**src/rtl/vc4000_cart_loader.sv**
```systemverilog
// Cartridge download sequencer: buffers ioctl bytes into the cartridge RAM, zero-fills
// the remainder, publishes size/mirror mask and holds the core in reset meanwhile.
module vc4000_cart_loader #(
   parameter int         ADDR_W     = 13,
   parameter logic [7:0] INDEX      = 8'd0,
   parameter int         RESET_HOLD = 16
) (
   input  logic              clk,
   input  logic              reset_n,
   input  logic              ioctl_download,
   input  logic [7:0]        ioctl_index,
   input  logic              ioctl_wr,
   input  logic [24:0]       ioctl_addr,
   input  logic [7:0]        ioctl_dout,
   output logic              ioctl_wait,
   input  logic [ADDR_W-1:0] cpu_addr,
   output logic [7:0]        cpu_data,
   output logic [ADDR_W-1:0] ram_addr,
   output logic [7:0]        ram_din,
   output logic              ram_we,
   input  logic [7:0]        ram_dout,
   output logic              core_reset,
   output logic [ADDR_W:0]   cart_size,
   output logic [ADDR_W-1:0] cart_mask,
   output logic              overflow
);

   localparam int              CNT_W     = $clog2(RESET_HOLD + 1);
   localparam logic [ADDR_W:0] FULL_SIZE = {1'b1, {ADDR_W{1'b0}}};

   typedef enum logic [1:0] {HOLD, RUN, LOAD, FILL} state_t;

   state_t            state, state_nxt;
   logic [CNT_W-1:0]  hold_cnt;
   logic [ADDR_W-1:0] fill_addr;
   logic              vld_p1;
   logic              ovf_p1;
   logic [ADDR_W-1:0] addr_p1;
   logic [7:0]        data_p1;

   logic              dl_start;
   logic              wr_ovf;
   logic [ADDR_W:0]   wr_size;
   logic              load_done;

   // Smear the highest set bit of (size-1) downwards to get the next 2^k-1.
   function automatic logic [ADDR_W-1:0] mirror_mask(input logic [ADDR_W:0] size);
      logic [ADDR_W:0] m;
      if (size == '0)
         return '1;
      m = size - (ADDR_W+1)'(1);
      for (int i = 1; i <= ADDR_W; i++)
         m = m | (m >> i);
      return m[ADDR_W-1:0];
   endfunction

   assign dl_start  = ioctl_download && (ioctl_index == INDEX) && (state != LOAD);
   assign wr_ovf    = |ioctl_addr[24:ADDR_W];
   assign wr_size   = wr_ovf ? FULL_SIZE
                             : ({1'b0, ioctl_addr[ADDR_W-1:0]} + (ADDR_W+1)'(1));
   // A pending buffered byte must reach the RAM before the fill takes the port.
   assign load_done = (state == LOAD) && !ioctl_download && !vld_p1 && !ioctl_wr;

   assign ioctl_wait = vld_p1;
   assign cart_mask  = mirror_mask(cart_size);

   always_comb begin
      state_nxt  = state;
      core_reset = 1'b1;
      cpu_data   = 8'hFF;
      ram_addr   = cpu_addr;
      ram_din    = 8'h00;
      ram_we     = 1'b0;
      case (state)
         HOLD: if (hold_cnt == CNT_W'(RESET_HOLD - 1)) state_nxt = RUN;
         RUN: begin
            core_reset = 1'b0;
            cpu_data   = ram_dout;
         end
         LOAD: begin
            ram_addr = addr_p1;
            ram_din  = data_p1;
            ram_we   = vld_p1 && !ovf_p1;
            if (load_done)
               state_nxt = cart_size[ADDR_W] ? HOLD : FILL;
         end
         FILL: begin
            ram_addr = fill_addr;
            ram_we   = 1'b1;
            if (&fill_addr) state_nxt = HOLD;
         end
         default: state_nxt = HOLD;
      endcase
      if (dl_start)
         state_nxt = LOAD;
   end

   always_ff @(posedge clk or negedge reset_n) begin
      if (!reset_n) begin
         state     <= HOLD;
         hold_cnt  <= '0;
         fill_addr <= '0;
         vld_p1    <= 1'b0;
         cart_size <= '0;
         overflow  <= 1'b0;
      end else begin
         state    <= state_nxt;
         hold_cnt <= (state == HOLD && state_nxt == HOLD) ? hold_cnt + CNT_W'(1) : '0;
         if (state_nxt == FILL && state != FILL)
            fill_addr <= cart_size[ADDR_W-1:0];
         else if (state == FILL)
            fill_addr <= fill_addr + ADDR_W'(1);
         if (dl_start) begin
            vld_p1    <= 1'b0;
            cart_size <= '0;
            overflow  <= 1'b0;
         end else begin
            vld_p1 <= (state == LOAD) && ioctl_wr;
            if (state == LOAD && ioctl_wr) begin
               if (wr_ovf)
                  overflow <= 1'b1;
               if (wr_size > cart_size)
                  cart_size <= wr_size;
            end
         end
      end
   end

   // Stage p1: one-entry write buffer, qualified by vld_p1.
   always_ff @(posedge clk) begin
      if (ioctl_wr) begin
         addr_p1 <= ioctl_addr[ADDR_W-1:0];
         data_p1 <= ioctl_dout;
         ovf_p1  <= wr_ovf;
      end
   end

endmodule

```
**config.mk**
```make
export PLATFORM = sky130hd
export DESIGN_NAME = vc4000_cart_loader
export DESIGN_NICKNAME = d
export VERILOG_FILES = /design/src/rtl/vc4000_cart_loader.sv
export SDC_FILE = /design/constraint.sdc
export NUM_CORES = 1
export LEC_CHECK = 0
export BUFFER_PORTS_ARGS = -buffer_cell sky130_fd_sc_hd__buf_2
export CAP_MARGIN = 20
export CORE_MARGIN = 2
export CORE_UTILIZATION = 39
export DETAILED_ROUTE_END_ITERATION = 6
export PLACE_DENSITY = 0.65
export SLEW_MARGIN = 5
export SYNTH_ARGS = -nofsm -noshare
export SYNTH_HDL_FRONTEND = slang
export SYNTH_SLANG_ARGS = --single-unit
```
**constraint.sdc**
```tcl
create_clock -name clk -period 4.7 [get_ports clk]
set_input_delay 0.235 -clock clk [delete_from_list [all_inputs] [get_ports clk]]
set_output_delay 0.235 -clock clk [all_outputs]
set_load 0.05 [all_outputs]
```
# Yosys cells after proc, flatten, opt, wreduce, memory -nomap -nowiden

Index checks and enable logic that the tools add are counted.
W data, S select, Z words.

Flip-flop bits (word level): 58
Bits of input ports: 66
Output and inout port bits: 60
Word-level logic and storage cells: 84

Add/sub/neg operators: 4
$lt $le $gt $ge: 1
Equality and inequality tests: 7
Mux-type cells: 25
Bitwise gates (word level): 13
Reductions and logical operators: 25

Operators by type and width:

| operator                | number |
|---|---|
| $mux W14                | 4 |
| $mux W13                | 4 |
| $pmux W13 S2            | 1 |
| $mux W8                 | 2 |
| $add A13 B1 Y14 const B | 1 |
| $gt A14 B14 Y1          | 1 |
| $logic_not A14 Y1       | 1 |
| $or A14 B10 Y14         | 1 |
| $or A14 B11 Y14         | 1 |
| $or A14 B12 Y14         | 1 |
| $or A14 B13 Y14         | 1 |
| $or A14 B2 Y14          | 1 |
| $or A14 B3 Y14          | 1 |
| $or A14 B4 Y14          | 1 |
| $or A14 B5 Y14          | 1 |
| $or A14 B6 Y14          | 1 |
| $or A14 B7 Y14          | 1 |
| $or A14 B8 Y14          | 1 |
| $or A14 B9 Y14          | 1 |
| $sub A14 B1 Y14 const B | 1 |
| $add A13 B1 Y13 const B | 1 |
| $or A13 B1 Y13          | 1 |
| $reduce_and A13 Y1      | 1 |
| $reduce_or A12 Y1       | 1 |
| 16 further kinds        | 44 |

# Logic depth before layout (Yosys ltp)

Depth in word-level cells: 15
Gate-level depth with buffers: 13
Mapped depth without buffers: 11

# Least setup slack after synthesis

Ideal clock, no wire load.

Path kind: register to output
From: reg cart_size[1]
To: out cart_mask[3]
Data arrival time: 2.613 ns
Setup slack: 1.852 ns
Cell stages (with the launch flop): 9
Buffers on the path: 1
Cells stage by stage: dfrtp_1 inv_1 ha_1 clkbuf_1 nor2b_1 o211ai_1 a2bb2oi_1 a211oi_4 nand4_1

Longest elaborated chain between the ends: 15

Ends and longest elaborated chain:

| element                | line | RTL |
|---|---|---|
| from (decl)            | 23   | `output logic [ADDR_W:0] cart_size,` |
| from (signal assigned) | 123  | `cart_size <= wr_size;` |
| $sub A14 B1 Y14        | 51   | `m = size - (ADDR_W+1)'(1);` |
| $or A14 B13 Y14        | 53   | `m = m \| (m >> i);` |
| $or A14 B12 Y14        | 53   |  |
| $or A14 B11 Y14        | 53   |  |
| $or A14 B10 Y14        | 53   |  |
| $or A14 B9 Y14         | 53   |  |
| $or A14 B8 Y14         | 53   |  |
| $or A14 B7 Y14         | 53   |  |
| $or A14 B6 Y14         | 53   |  |
| $or A14 B5 Y14         | 53   |  |
| $or A14 B4 Y14         | 53   |  |
| $or A14 B3 Y14         | 53   |  |
| $or A14 B2 Y14         | 53   |  |
| $or A13 B1 Y13         | 53   |  |
| $mux W13 (*)           | 51   |  |
| to (decl)              | 24   | `output logic [ADDR_W-1:0] cart_mask,` |

Mark *: on every way between the ends. The rest lies on a longest branch, timed or not.

# Worst setup path in the final report

From: in ioctl_addr[15]
To: reg cart_size[12]

Longest elaborated chain between the ends: 5

Ends and longest elaborated chain:

| element                                                  | line | RTL |
|---|---|---|
| from (decl)                                              | 13   | `input logic [24:0] ioctl_addr,` |
| $reduce_or A12 Y1 (*)                                    | 58   | `assign wr_ovf = \|ioctl_addr[24:ADDR_W];` |
| $mux W14 (*)                                             | 59   | `assign wr_size = wr_ovf ? FULL_SIZE` |
| $gt A14 B14 Y1 or $mux W14 (tied branches)               | 122  | `if (wr_size > cart_size)` |
| $reduce_bool A2 Y1 (no line) or $mux W14 (tied branches) | -    |  |
| $reduce_and A2 Y1 (no line) or $mux W14 (tied branches)  | -    |  |

Mark *: on every way between the ends. The rest lies on a longest branch, timed or not. The select of a mux whose other input is x is not followed.
A chain may end at the register's enable or synchronous reset.

==> impl_metrics.yaml <==
synth:
  synth.most_common_cell: "a21oi_1"
  synthCells: 527
  yosys-top-cells-area: "dfrtp_1 (20%), edfxtp_1 (15%), a21oi_1 (6.3%)"
  synth_nets: 613
  synth_edf_count: 22
  synth_top_area_share_pct: 19.9
  yosysSeqAreaShare_pct: 34.4
  synth_cell_type_count: 59
  ys.flop_type: "dfrtp_1"
  ys_warn_count: 0
  ys_top_cells_by_count: "a21oi_1 (57), nor2_1 (48), dfrtp_1 (36)"
  synth-async-reset-ratio_pct: 62.1
  netlist_area_um2: 4540
  synth.avg_cell_area_um2: 8.61
  ys_ff_latch: 58
  yosysTopAreaCell: "dfrtp_1"
pwr:
  pwr-share-comb_pct: 34.0
  power.leakage_nw: 2.35
  p_per_area_nw_per_um2: 393
  power.internal_mw: 1.30
  swShare_pct: 40.1
  peakVddDrop_mv: 0.264
  clockPowerShare_pct: 33.3
  switchingPower_uw: 870
  power.share.sequential_pct: 32.6
cts:
  cts-resized-gates: 0
  cts-root-buf: "clkbuf_16"
  worst_skew_pair.late_latency_ns: 0.33
  clk_pin_slew_ns: 0.06
  ctsHoldBuffers: 0
  clock_sinks: 58
  numCtsBuffers: 9
  ctsHtreeMaxLevel: 3
  cts_tree: "built"
  clockBufferDepth: 2
  postCtsSetupRepairBufs: 0
outcome:
  status: "finished, final reports clean"
setup_path:
  end_kind: "register"
  rr_startpoint: "state[0]$_DFF_PN0_"
  startpoint: "ioctl_addr[15]"
  crit_fanout: 20
  crit_type: "in -> reg"
  critPathArrivalTime_ns: 3.62
  cp-start-kind: "primary input"
  crit_required_ns: 4.90
global_route:
  antenna_found_initial: 0
  met2_usage_pct: 35.8
  grt_pass1_wl_mm: 22.3
  grt_use_met3_pct: 3.76
  grt_use_total_pct: 22.3
  grt_max_degree: 52
  grt_overflow: 0
  grt_busiest_layer: "met2"
  grt_pass1_vias: 4265
  use_met1_pct: 30.6
placement:
  place.gp.congestion: 0.897
  dp_hpwl_mm: 10.6
  pre_cts_ws_ns: 0.959
  io_buffers: 125
detailed_routing:
  drt-vias-per-instance: 5.97
  drt-pass1-iter-count: 5
  ant_nets: 0
  routed_wl_mm: 14.3
  drc_errors: 0
  drt_iter0_markers: 430
  vias: 4619
  avgRoutedWirePerCell_um: 18.5
die:
  die_h_um: 112
  die-area_um2: 12500
  core_um2: 11400
  rows: 39
  start_util_pct: 39.9
  ios: 126
  die_x_um: 112
finish:
  n_antenna_cell: 0
  area_growth_pct: 21.5
  layout.nets: 712
  drive_above_1_share_pct: 27.1
timing:
  finalHoldViolations: 0
  fmax_ghz: 0.292
  clock_skew_ns: 0.00259
  setup_viol: 0
  relSlewSlack_pct: 28.2
  post-route-period-util_pct: 72.7
  drv_slew: 0
  worstMarginPinSlew_ns: 1.08
  finalCriticalPeriod_ns: 3.42
  tns_ns: 0
  rsz0062_at_grt: "false"
  setup_ws_ns: 1.28
  whs_ns: 0.0162
min_path:
  hold_path.class: "in -> async"
job:
  maxCapViolCount: 0
## layout by cell type, fill, tap and decap left out, drive strengths merged, types with 13 or more instances in the layout
master	n
nor2	48
edfxtp	22
and2	13
mux2i	20
o21ai	21
ha	20
nand2	33
a31oi	14
buf	129
nand4	15
inv	25
or3	13
nand3	21
dfrtp	36
o41ai	16
a21oi	57
## stage by stage
| step | utilization [%] | power (mW) | area [um^2] | cells |
|---|---|---|---|---|
| 2_1_floorplan | - | 1.23 | 4540 | 527 |
| 3_3_place_gp | 45.5 | 1.41 | 5180 | 757 |
| 3_5_place_dp | 45.6 | 1.44 | 5180 | 758 |
| 4_1_cts | 48.5 | 2.16 | 5510 | 774 |
| 5_1_grt | 48.5 | 2.26 | 5510 | 774 |
| 6_report | 48.5 | 2.17 | 5510 | 774 |
## sequential cells by signal, indices dropped and copies added, names as in the netlist
register and cells:
data_p1 8, ioctl_wait 1, addr_p1 13, fill_addr 13
ovf_p1 1, state 2, cart_size 14, overflow 1
hold_cnt 5
## logic make-up (layout without fill, tap and decap cells)
family	count (synthesis)	after routing	share of synthesized area, %
compound gates	145	145	22.1
simple gates	200	200	23.7
buf+inv	65	169	6.12
flops	58	58	34.4
fa+ha+maj	20	20	5.52
xor+xnor	18	18	3.48
mux	21	21	4.66
## final cells by class
class	instances	area, um^2
Clock buffer	9	225
Sequential cell	58	1560
Clock inverter	7	101
Timing Repair Buffer	129	656
Tap cell	143	179
Multi-Input combinational cell	404	2700
Fill cell	1061	5860
Inverter	24	90.1
## critical path, stage by stage
cell      delay, ns
buf_2          0.10
nor4_1         0.27
nand3_1        0.59
a31o_2         0.47
ha_1           0.32
nand4_1        0.17
or4_1          0.83
and2_1         0.36
nand2b_1       0.17
o31ai_1        0.09
## final timing paths
check                                            end  slack (ns)  cells past startpoint
min in group clk                data_p1[2]$_DFFE_PP_        0.08                      1
max in group asynchronous  cart_size[13]$_DFFE_PN0P_        4.13                      1
min                            hold_cnt[3]$_DFF_PN0_        0.02                      1
min reg2reg                    hold_cnt[0]$_DFF_PN0_        0.47                      1
max reg2reg                cart_size[12]$_DFFE_PN0P_        1.60                      6
max                        cart_size[12]$_DFFE_PN0P_        1.28                     10
## per-layer routing
metal / vias to the layer above / wire length (um)
met5: - / 0
met4: 0 / 373
met3: 32 / 916
met2: 214 / 6870
met1: 2202 / 6170
li1: 2171 / -
## power groups by stage
stage          clock network, mW  registers [mW]  logic, mW
2_1_floorplan                  0           0.682      0.550
3_3_place_gp                   0           0.710      0.701
3_5_place_dp                   0           0.711      0.726
4_1_cts                    0.728           0.703      0.730
5_1_grt                    0.749           0.717      0.792
6_report                   0.722           0.707      0.737
No activity file was read; power rests on OpenSTA's default activity.
